[src/rtl/program_loader_ctrl.sv]
`default_nettype none
// ============================================================================
//  Module      : program_loader_ctrl
//  Description : Writes a program image into the CPU's RAM over the shared
//                bus. Each byte is accepted from a valid/ready source, then
//                placed on the bus in order: MAR address load, MAR data load,
//                RAM write strobe. The CPU is held while the loader owns the
//                bus.
//                Optional build macro: LOADER_CHECKSUM_EN enables a mod-256
//                running checksum of the accepted bytes.
//  Revision    : 1.0  initial release
// ============================================================================
module program_loader_ctrl #(
  parameter int ADDR_W    = 4,
  parameter int DATA_W    = 8,
  parameter int RAM_BYTES = 16
) (
  input  logic              clk,
  input  logic              rst,
  input  logic              start,
  input  logic [DATA_W-1:0] data_in,
  input  logic              data_valid,
  input  logic              data_last,
  output logic              data_ready,
  output logic [DATA_W-1:0] bus_out,
  output logic              bus_oe,
  output logic              nLma,
  output logic              nLmd,
  output logic              nCE,
  output logic              cpu_hold,
  output logic              busy,
  output logic              done,
  output logic [ADDR_W:0]   byte_count,
  output logic [DATA_W-1:0] checksum
);

  typedef enum logic [2:0] {
    S_IDLE  = 3'd0,
    S_WAIT  = 3'd1,
    S_ADDR  = 3'd2,
    S_DATA  = 3'd3,
    S_WRITE = 3'd4,
    S_FIN   = 3'd5
  } state_t;

  // Highest RAM location; writing it ends the load even without data_last.
  localparam logic [ADDR_W-1:0] LAST_ADDR = ADDR_W'(RAM_BYTES - 1);

  state_t              state;
  state_t              next_state;
  logic [ADDR_W-1:0]   addr;
  logic [DATA_W-1:0]   held_byte;
  logic                held_last;
  logic                accept;
  logic                final_byte;

  // A byte transfers only while waiting for one; data_ready is tied to WAIT.
  assign accept     = (state == S_WAIT) && data_valid;
  assign final_byte = held_last || (addr == LAST_ADDR);

  // State register; reset returns to IDLE from any state, mid-write included.
  always_ff @(posedge clk) begin
    if (rst) begin
      state <= S_IDLE;
    end else begin
      state <= next_state;
    end
  end

  // Next-state and per-state bus/strobe outputs.
  always_comb begin
    next_state = state;
    data_ready = 1'b0;
    bus_out    = '0;
    bus_oe     = 1'b0;
    nLma       = 1'b1;
    nLmd       = 1'b1;
    nCE        = 1'b1;
    cpu_hold   = 1'b0;
    busy       = 1'b1;
    done       = 1'b0;
    case (state)
      S_IDLE: begin
        busy = 1'b0;
        if (start) begin
          next_state = S_WAIT;
        end
      end
      S_WAIT: begin
        data_ready = 1'b1;
        cpu_hold   = 1'b1;
        if (data_valid) begin
          next_state = S_ADDR;
        end
      end
      S_ADDR: begin
        cpu_hold   = 1'b1;
        bus_oe     = 1'b1;
        bus_out    = DATA_W'(addr);
        nLma       = 1'b0;
        next_state = S_DATA;
      end
      S_DATA: begin
        cpu_hold   = 1'b1;
        bus_oe     = 1'b1;
        bus_out    = held_byte;
        nLmd       = 1'b0;
        next_state = S_WRITE;
      end
      S_WRITE: begin
        cpu_hold   = 1'b1;
        nCE        = 1'b0;
        next_state = final_byte ? S_FIN : S_WAIT;
      end
      S_FIN: begin
        done       = 1'b1;
        next_state = S_IDLE;
      end
      default: begin
        next_state = S_IDLE;
      end
    endcase
  end

  // Address, byte counter and captured byte/last flag.
  always_ff @(posedge clk) begin
    if (rst) begin
      addr       <= '0;
      byte_count <= '0;
      held_byte  <= '0;
      held_last  <= 1'b0;
    end else begin
      if ((state == S_IDLE) && start) begin
        addr       <= '0;
        byte_count <= '0;
      end
      if (accept) begin
        held_byte <= data_in;
        held_last <= data_last;
      end
      if (state == S_WRITE) begin
        byte_count <= byte_count + (ADDR_W+1)'(1);
        if (!final_byte) begin
          addr <= addr + ADDR_W'(1);
        end
      end
    end
  end

`ifdef LOADER_CHECKSUM_EN
  logic [DATA_W-1:0] sum;

  // Mod-256 sum of accepted bytes; cleared on start, held after FIN.
  always_ff @(posedge clk) begin
    if (rst) begin
      sum <= '0;
    end else if ((state == S_IDLE) && start) begin
      sum <= '0;
    end else if (accept) begin
      sum <= sum + data_in;
    end
  end

  assign checksum = sum;
`else
  assign checksum = '0;
`endif

endmodule
`default_nettype wire

[config.mk]
export PLATFORM = sky130hd
export DESIGN_NAME = program_loader_ctrl
export DESIGN_NICKNAME = d
export VERILOG_FILES = /design/src/rtl/program_loader_ctrl.sv
export SDC_FILE = /design/constraint.sdc
export NUM_CORES = 1
export LEC_CHECK = 0
export CORE_MARGIN = 10
export CORE_UTILIZATION = 30
export CTS_CLUSTER_DIAMETER = 30
export DETAILED_ROUTE_END_ITERATION = 10
export GPL_TIMING_DRIVEN = 0
export PLACE_DENSITY_LB_ADDON = 0.12
export SYNTH_ARGS = -nofsm -noshare
export SYNTH_HDL_FRONTEND = slang
export SYNTH_SLANG_ARGS = --single-unit
[constraint.sdc]
create_clock -name clk -period 2.3 [get_ports clk]
set_clock_uncertainty 0.05 [all_clocks]
set_input_delay 0.575 -clock clk [delete_from_list [all_inputs] [get_ports clk]]
set_output_delay 0.575 -clock clk [all_outputs]
set_load 0.02 [all_outputs]
==> flow_metrics.env, run 1 <==
export IMPL_initial_utilization_pct=31.3
export IMPL_core_area_mm2=0.00372
export IMPL_clkTransAtPathRegs_ns=0.08
export IMPL_synthMuxAreaShare_pct=5.16
export IMPL_synth_distinct_cells=36
export IMPL_layout_commonest_cell="nand2_1"
export IMPL_drc=0
export IMPL_firstDrtPassIters=4
export IMPL_critPathArrivalTime_ns=1.51
export IMPL_syn_instance_count=149
export IMPL_synth_top_family_by_area="simple AND/OR/NAND/NOR gates"
export IMPL_p_leak_nw=0.673
export IMPL_final_nets=207
export IMPL_drv_slew=0
export IMPL_antenna_found_initial=0
export IMPL_syn_avg_cell_area_um2=7.82
export IMPL_clock_latency_ns=0.26
export IMPL_max_stage_delay_ns=0.43
export IMPL_ys_seq_area_share_pct=36.1
export IMPL_n_antenna_cell=0
export IMPL_root_buffer="clkbuf_8"
export IMPL_fmax_ghz=0.469
export IMPL_synth_xor_area_share_pct=0.752
export IMPL_yosys_area_share_simple_pct=28.2
export IMPL_routed_wl_um=3190
export IMPL_io_pins=42
export IMPL_ys_top_cells_by_area="dfxtp_1 36%, a21oi_1 7.3%, nand2_1 6.8%, mux2i_1 5.2%, buf_4 5.2%"
export IMPL_r2r_end="addr[1]$_SDFF_PP0_"
export IMPL_place_congestion=0.737
export IMPL_die_y_um=82.3
export IMPL_vias_per_cell=4.69
export IMPL_clock_path_buffers=2
export IMPL_clock_sinks=21
export IMPL_critPathCaptureType="primary output"
export IMPL_synth_edf_count=0
export IMPL_syn_to_final_growth_pct=40.1
export IMPL_wl_per_cell_um=13.4
export IMPL_synth_compound_gate_area_share_pct=17.5
export IMPL_crit_chain="clkbuf_4 > mux2i_1 > nor2_1 > dlygate4sd2_1"
export IMPL_setup_viol=0
export IMPL_synth_warnings=0
export IMPL_dieArea_mm2=0.00677
export IMPL_fin_crit_ns=2.13
export IMPL_powerDensity_mw_per_mm2=491
export IMPL_cts_hold_buf=0
export IMPL_crit_slowest_cell="dfxtp_4"
export IMPL_synth_fa_ha_area_share_pct=2.15
export IMPL_grt_max_degree=15
export IMPL_clockPowerShare_pct=30.3
export IMPL_grt_total_usage_pct=9.60
export IMPL_drtIter0Drc=53
export IMPL_die_x_um=82.3
export IMPL_crit_required_ns=1.67
export IMPL_regToRegSetupSlack_ns=0.52
export IMPL_yosysTopAreaCellShare_pct=36.1
export IMPL_grt_pass1_wl_um=5120
export IMPL_p_sw_share_pct=28.6
export IMPL_grt_pass1_vias=1099
export IMPL_min_path_type="reg -> reg"
export IMPL_synth_async_reset_ratio_pct=0
export IMPL_cts_tree="done"
export IMPL_min_delay_path_depth=2
export IMPL_p_switching_uw=229
export IMPL_grt_ovfl_total=0
export IMPL_synth_area_mm2=0.00116
export IMPL_ys_ff_latch=21
export IMPL_dr_total_vias=1122
export IMPL_status="finished, final reports clean"
export IMPL_critPathMaxFanout=14
export IMPL_h_tree_depth=1
export IMPL_path_class="reg -> out"
export IMPL_drv_cap=0
export IMPL_r2r_start="state[0]$_SDFFE_PP0P_"
export IMPL_dp_hpwl_um=2510
export IMPL_synth_flop_cell="dfxtp_1"
export IMPL_port_buffers=33
export IMPL_hp_start="held_byte[7]$_SDFFE_PP0P_"
export IMPL_rsz0062_at_grt="false"
export IMPL_dp_cells=237
export IMPL_postRouteAntennaNets=0
export IMPL_cp_top_family="buffers and inverters"
export IMPL_drive_gt1_share_pct=12.0
export IMPL_final_cell_area_mm2=0.00163
export IMPL_num_rows=22
export IMPL_layout_common_cells="21 x nand2_1, 19 x dfxtp_1, 17 x a21oi_1, 17 x clkdlybuf4s50_1, 14 x dlygate4sd2_1"
export IMPL_start_kind="flop"
export IMPL_instances_no_fill=239
export IMPL_period_share_pct=92.8
export IMPL_placed_cell_area_mm2=0.00158
export IMPL_intPower_uw=572
export IMPL_pwr_share_seq_pct=48.6
export IMPL_holdPathEnd="held_byte[7]$_SDFFE_PP0P_"
export IMPL_synth_largest_area_cell="dfxtp_1"
export IMPL_ir_drop_mv=0.268
export IMPL_reg2reg_depth=4
export IMPL_combPwrFrac_pct=21.2
export IMPL_timing_hold_violations_final=0
export IMPL_numCtsBuffers=3
export IMPL_crit_buf_inv=2
-- through the flow --
stage / utilization, % / worst slack (ns) / hold WS [ns] / total power, mW / TNS (ns)
3_5_place_dp: 42.6 / -0.325 / 0.395 / 0.570 / -3.12
5_1_grt: 43.9 / 0.0490 / 0.430 / 0.849 / 0
3_3_place_gp: 42.6 / -0.324 / 0.389 / 0.568 / -3.06
2_1_floorplan: - / 0.359 / 0.382 / 0.502 / 0
4_1_cts: 43.8 / -0.0237 / 0.406 / 0.810 / -0.0270
6_report: 43.9 / 0.166 / 0.404 / 0.801 / 0
-- per-layer routing --
layer / share of wire, % / GRT usage [%] / up-vias
met5: 0 / 0 / -
met4: 0.66 / 4.08 / 0
met3: 5.9 / 2.59 / 2
met2: 53 / 17.2 / 23
met1: 41 / 10.4 / 513
li1: - / - / 584
-- cells in the mapped netlist, types with 2 or more instances --
library cell	instances
a21oi_1	17
and3_1	6
buf_4	8
clkbuf_1	8
dfxtp_1	21
ha_1	2
inv_1	4
mux2i_1	6
nand2_1	21
nand2b_1	5
nand3_1	3
nor2_1	7
nor2b_1	4
nor3_1	3
o211ai_1	2
o21ai_0	8
o32ai_1	3
or3_1	2
or4b_1	2
-- cells by family (layout without fill, tap and decap cells) --
logic type,after synthesis,after routing
flops,21,21
fa+ha+maj,2,2
xor+xnor,1,1
buf+inv,22,57
compound gates,35,35
simple gates,61,61
other cells,1,8
mux,6,6
-- area by class of cell --
class	count	area [um2]
plain buffers	16	100
fillers	399	2080
multi-input cells	113	667
clock inverters	1	5.00
inverters	4	15.0
clock buffers	3	41.3
well taps	48	60.1
repair buffers	33	318
flip-flops and latches	21	425
-- worst reg2reg max path, delay by kind of cell, from the launching register on --
kind	cells	cell delay (ns)
buf+inv	1	0.17
simple gates	2	1.01
flops	1	0.40
compound gates	1	0.08
-- power by group through the flow --
stage                     Sequential [mW]  Combinational (mW)  Clock (mW)
after floorplan                     0.389               0.113           0
after CTS                           0.389               0.171       0.250
after global placement              0.390               0.178           0
after global routing                0.392               0.189       0.269
final                               0.389               0.170       0.242
after detailed placement            0.391               0.179           0
-- sequential cells by signal, indices dropped and copies added (netlist names) --
signal	count
addr	4
byte_count	5
held_byte	8
held_last	1
state	3
-- worst max path at each step --
stage	end	start	depth (start not counted)	slack [ns]
floorplan	bus_out[0]	state[0]$_SDFFE_PP0P_	4	0.36
global placement	bus_out[3]	state[0]$_SDFFE_PP0P_	5	-0.32
detailed placement	bus_out[0]	state[0]$_SDFFE_PP0P_	5	-0.32
global route	cpu_hold	state[1]$_SDFFE_PP0P_	4	0.05
finish	bus_out[0]	state[0]$_SDFFE_PP0P_	4	0.17
CTS	nLma	state[2]$_SDFFE_PP0P_	4	-0.02
-- repair_timing --
| action | CTS | global route |
|---|---|---|
| endpoints found under the setup margin | 16 | 4 |
| buffers inserted | 0 | 0 |
| gates resized for setup | 25 | 3 |
No activity file was read; power rests on OpenSTA's default activity.
==> inputs of run 2 (changes only) <==
CORE_MARGIN = 5   (was 10)
==> flow_metrics.env, run 2 (synthesized netlist as in run 1, its figures left out) <==
export IMPL_status="finished, final reports clean"
export IMPL_placed_cell_area_mm2=0.00158
export IMPL_drtIter0Drc=35
export IMPL_num_rows=22
export IMPL_clock_latency_ns=0.26
export IMPL_powerDensity_mw_per_mm2=490
export IMPL_drive_gt1_share_pct=12.0
export IMPL_hold_worst_slack_ns=0.403
export IMPL_final_nets=207
export IMPL_critPathCaptureType="primary output"
export IMPL_n_antenna_cell=0
export IMPL_final_cell_area_mm2=0.00164
export IMPL_h_tree_depth=1
export IMPL_drv_cap=0
export IMPL_p_total_uw=801
export IMPL_clock_path_buffers=2
export IMPL_setup_viol=0
export IMPL_fin_util_pct=44.0
export IMPL_start_kind="flop"
export IMPL_grt_max_degree=15
export IMPL_grt_pass1_wl_um=5120
export IMPL_period_share_pct=93.2
export IMPL_core_area_mm2=0.00372
export IMPL_setup_ws_ns=0.155
export IMPL_timing_hold_violations_final=0
export IMPL_rsz0062_at_grt="false"
export IMPL_critPathArrivalTime_ns=1.52
export IMPL_layout_commonest_cell="nand2_1"
export IMPL_critPathMaxFanout=14
export IMPL_grt_total_usage_pct=12.4
export IMPL_crit_required_ns=1.67
export IMPL_dr_total_vias=1136
export IMPL_firstDrtPassIters=4
export IMPL_numCtsBuffers=3
export IMPL_drc=0
export IMPL_fmax_ghz=0.466
export IMPL_largest_register="held_byte"
export IMPL_io_pins=42
export IMPL_crit_chain="clkbuf_4 > mux2i_1 > nor2_1 > dlygate4sd2_1"
export IMPL_clock_sinks=21
export IMPL_vias_per_cell=4.75
export IMPL_post_cts_buffers=0
export IMPL_path_class="reg -> out"
export IMPL_root_buffer="clkbuf_8"
export IMPL_wl_per_cell_um=12.6
export IMPL_die_x_um=72.3
export IMPL_routed_wl_um=3000
export IMPL_p_leak_nw=0.686
export IMPL_antenna_found_initial=0
export IMPL_syn_to_final_growth_pct=40.4
export IMPL_place_congestion=0.766
export IMPL_dp_hpwl_um=2300
export IMPL_die_y_um=72.3
export IMPL_pre_cts_ws_ns=-0.352
export IMPL_crit_slowest_cell="dfxtp_4"
export IMPL_postRouteAntennaNets=0
export IMPL_max_stage_delay_ns=0.43
export IMPL_cts_hold_buf=0
export IMPL_ir_drop_mv=0.290
export IMPL_regToRegSetupSlack_ns=0.49
export IMPL_largest_reg_flops=8
export IMPL_initial_utilization_pct=31.3
export IMPL_fin_crit_ns=2.14
export IMPL_grt_ovfl_total=0
export IMPL_dieArea_mm2=0.00523
export IMPL_grt_pass1_vias=1106
export IMPL_min_path_type="reg -> reg"
export IMPL_reg_largest_list="held_byte (8), byte_count (5), addr (4)"
export IMPL_clkTransAtPathRegs_ns=0.08
export IMPL_drv_slew=0
export IMPL_layout_common_cells="21 x nand2_1, 19 x dfxtp_1, 17 x a21oi_1, 17 x clkdlybuf4s50_1, 13 x dlygate4sd2_1"
export IMPL_port_buffers=33
export IMPL_cts_tree="done"
run 2: cell count changes in the layout (fill, tap and decap cells not counted):
cell | previous run | this run
dlygate4sd2_1 | 14 | 13
dlymetal6s2s_1 | 2 | 3
run 2: worst max-delay path, delay by kind of cell, from the launching register on:
kind,cells,cell delay [ns]
buf+inv,2,0.56
mux,1,0.19
simple gates,1,0.07
flops,1,0.43
run 2: per-stage QoR:
step	instances	TNS, ns
2_1_floorplan	156	0
3_3_place_gp	237	-3.05
3_5_place_dp	237	-3.35
4_1_cts	239	0
5_1_grt	239	0
6_report	239	0
run 2: final cells by class:
class | count | area [um2]
inverter | 4 | 15.0
tap | 48 | 60.1
timing repair buffer | 33 | 322
clock inverter | 1 | 5.00
sequential | 21 | 425
clock buffer | 3 | 41.3
multi-input combinational | 113 | 667
buffer | 16 | 100
fill | 400 | 2080
run 2: where the power goes:
group	switching (mW)	internal (mW)
clock	0.122	0.121
sequential	0.0137	0.375
combinational	0.0928	0.0770
total	0.228	0.573
run 2: final timing paths:
path / start / to / cells after the start
setup / recovery: state[0]$_SDFFE_PP0P_ / bus_out[0] / 4
hold / removal: held_byte[4]$_SDFFE_PP0P_ / held_byte[4]$_SDFFE_PP0P_ / 2
setup reg to reg: state[0]$_SDFFE_PP0P_ / addr[1]$_SDFF_PP0_ / 4
hold reg to reg: held_byte[4]$_SDFFE_PP0P_ / held_byte[4]$_SDFFE_PP0P_ / 2
run 2: metal layers:
metal / track usage (%) / part of all wire, %
met5: 0 / 0
met4: 4.38 / 1.3
met3: 4.71 / 5.6
met2: 20.5 / 49
met1: 14.6 / 44
run 2: repair_timing:
item	CTS	global route
gates resized for setup	25	3
endpoints found under the hold margin	0	0
cloned	0	0
setup endpoints to repair	16	3
==> inputs of run 3 (changes only) <==
clock period = 2.35 ns   (was 2.3 ns; I/O delays follow)
==> flow_metrics.env, run 3 (synthesized netlist as in run 1, its figures left out) <==
export IMPL_clock_latency_ns=0.26
export IMPL_top_layer="met4"
export IMPL_final_nets=207
export IMPL_dr_total_vias=1140
export IMPL_clock_path_buffers=2
export IMPL_n_antenna_cell=0
export IMPL_numCtsBuffers=3
export IMPL_num_rows=22
export IMPL_clkTransAtPathRegs_ns=0.07
export IMPL_fmax_ghz=0.444
export IMPL_largest_reg_flops=8
export IMPL_setup_ws_ns=0.0963
export IMPL_fin_crit_ns=2.25
export IMPL_grt_pass1_vias=1107
export IMPL_path_class="reg -> out"
export IMPL_nFillCells=400
export IMPL_crit_required_ns=1.71
export IMPL_ir_drop_mv=0.284
export IMPL_status="finished, final reports clean"
export IMPL_drtIter0Drc=29
export IMPL_dp_cells=237
export IMPL_rsz0062_at_grt="false"
export IMPL_powerDensity_mw_per_mm2=479
export IMPL_routed_wl_um=2990
export IMPL_cts_tree="done"
export IMPL_pre_cts_ws_ns=-0.315
export IMPL_reg_largest_list="held_byte (8), byte_count (5), addr (4)"
export IMPL_grt_ovfl_total=0
export IMPL_drive_gt1_share_pct=12.0
export IMPL_wl_met2_um=1480
export IMPL_root_buffer="clkbuf_8"
export IMPL_layout_common_cells="21 x nand2_1, 19 x dfxtp_1, 18 x clkdlybuf4s50_1"
export IMPL_wl_per_cell_um=12.5
export IMPL_post_cts_resized=23
export IMPL_firstDrtPassIters=4
export IMPL_p_total_uw=784
export IMPL_syn_to_final_growth_pct=40.5
export IMPL_grt_pass1_wl_um=5090
export IMPL_grt_max_degree=15
export IMPL_core_area_mm2=0.00372
export IMPL_grt_total_usage_pct=12.4
export IMPL_min_path_type="reg -> reg"
export IMPL_period_share_pct=95.9
export IMPL_antenna_found_initial=0
export IMPL_die_x_um=72.3
export IMPL_start_kind="flop"
export IMPL_io_pins=42
export IMPL_largest_register="held_byte"
export IMPL_dp_hpwl_um=2300
export IMPL_postRouteAntennaNets=0
export IMPL_place_congestion=0.766
export IMPL_critPathCaptureType="primary output"
export IMPL_h_tree_depth=1
export IMPL_drv_slew=0
export IMPL_post_cts_buffers=0
export IMPL_drc=0
export IMPL_critPathArrivalTime_ns=1.62
export IMPL_instances_no_fill=239
export IMPL_p_leak_nw=0.670
export IMPL_initial_utilization_pct=31.3
export IMPL_drv_cap=0
export IMPL_clock_sinks=21
export IMPL_dieArea_mm2=0.00523
export IMPL_timing_hold_violations_final=0
export IMPL_port_buffers=33
export IMPL_vias_per_cell=4.77
export IMPL_layout_commonest_cell="nand2_1"
export IMPL_m1WireLength_um=1300
export IMPL_cts_hold_buf=0
export IMPL_critPathMaxFanout=11
export IMPL_die_y_um=72.3
export IMPL_setup_viol=0
export IMPL_dr_wl_met3_um=169
[run 3: cell types whose count changed in the layout (fill, tap and decap cells not counted), sizes merged]
cell and delta:
clkdlybuf4s50 +1, dlygate4sd2 -1
[run 3: layout make-up]
type | count | area, um2 | share of cell area [%]
multi-input cells | 113 | 667 | 40.7
clock buffers | 3 | 41.3 | 2.52
flip-flops and latches | 21 | 425 | 26.0
inverters | 4 | 15.0 | 0.917
well taps | 48 | 60.1 | 3.67
repair buffers | 33 | 323 | 19.7
clock inverters | 1 | 5.00 | 0.306
plain buffers | 16 | 100 | 6.12
[run 3: per-stage QoR]
step	cell area (um2)	hold slack (ns)	utilization, %	TNS [ns]
after global routing	1640	0.426	44.0	0
final	1640	0.403	44.0	0
after CTS	1630	0.404	43.8	0
after global placement	1580	0.390	42.6	-2.60
after floorplan	1190	0.382	-	0
after detailed placement	1580	0.393	42.6	-2.90
[run 3: routing by layer]
metal / global-route usage [%] / vias to the layer above
met2: 20.4 / 21
li1: - / 591
met1: 14.5 / 523
met4: 4.38 / 0
met5: 0 / -
met3: 4.71 / 5
[run 3: power by group]
| group | leakage (nW) | internal, mW | switching (mW) |
|---|---|---|---|
| combinational | 0.474 | 0.0758 | 0.0908 |
| sequential | 0.171 | 0.367 | 0.0132 |
| clock | 0.0255 | 0.118 | 0.119 |
[run 3: critical path: stages (launching register included)]
cell and delay [ns]:
dfxtp_2 0.37, nand2b_2 0.24, inv_2 0.13, clkdlybuf4s50_1 0.61
[run 3: final timing paths]
| kind | depth (start not counted) | startpoint | slack, ns | to |
|---|---|---|---|---|
| worst min-delay path | 2 | held_byte[4]$_SDFFE_PP0P_ | 0.40 | held_byte[4]$_SDFFE_PP0P_ |
| worst max register to register | 4 | state[0]$_SDFFE_PP0P_ | 0.53 | addr[1]$_SDFF_PP0_ |
| worst min register to register | 2 | held_byte[4]$_SDFFE_PP0P_ | 0.40 | held_byte[4]$_SDFFE_PP0P_ |
| worst max-delay path | 3 | state[2]$_SDFFE_PP0P_ | 0.1 | bus_oe |
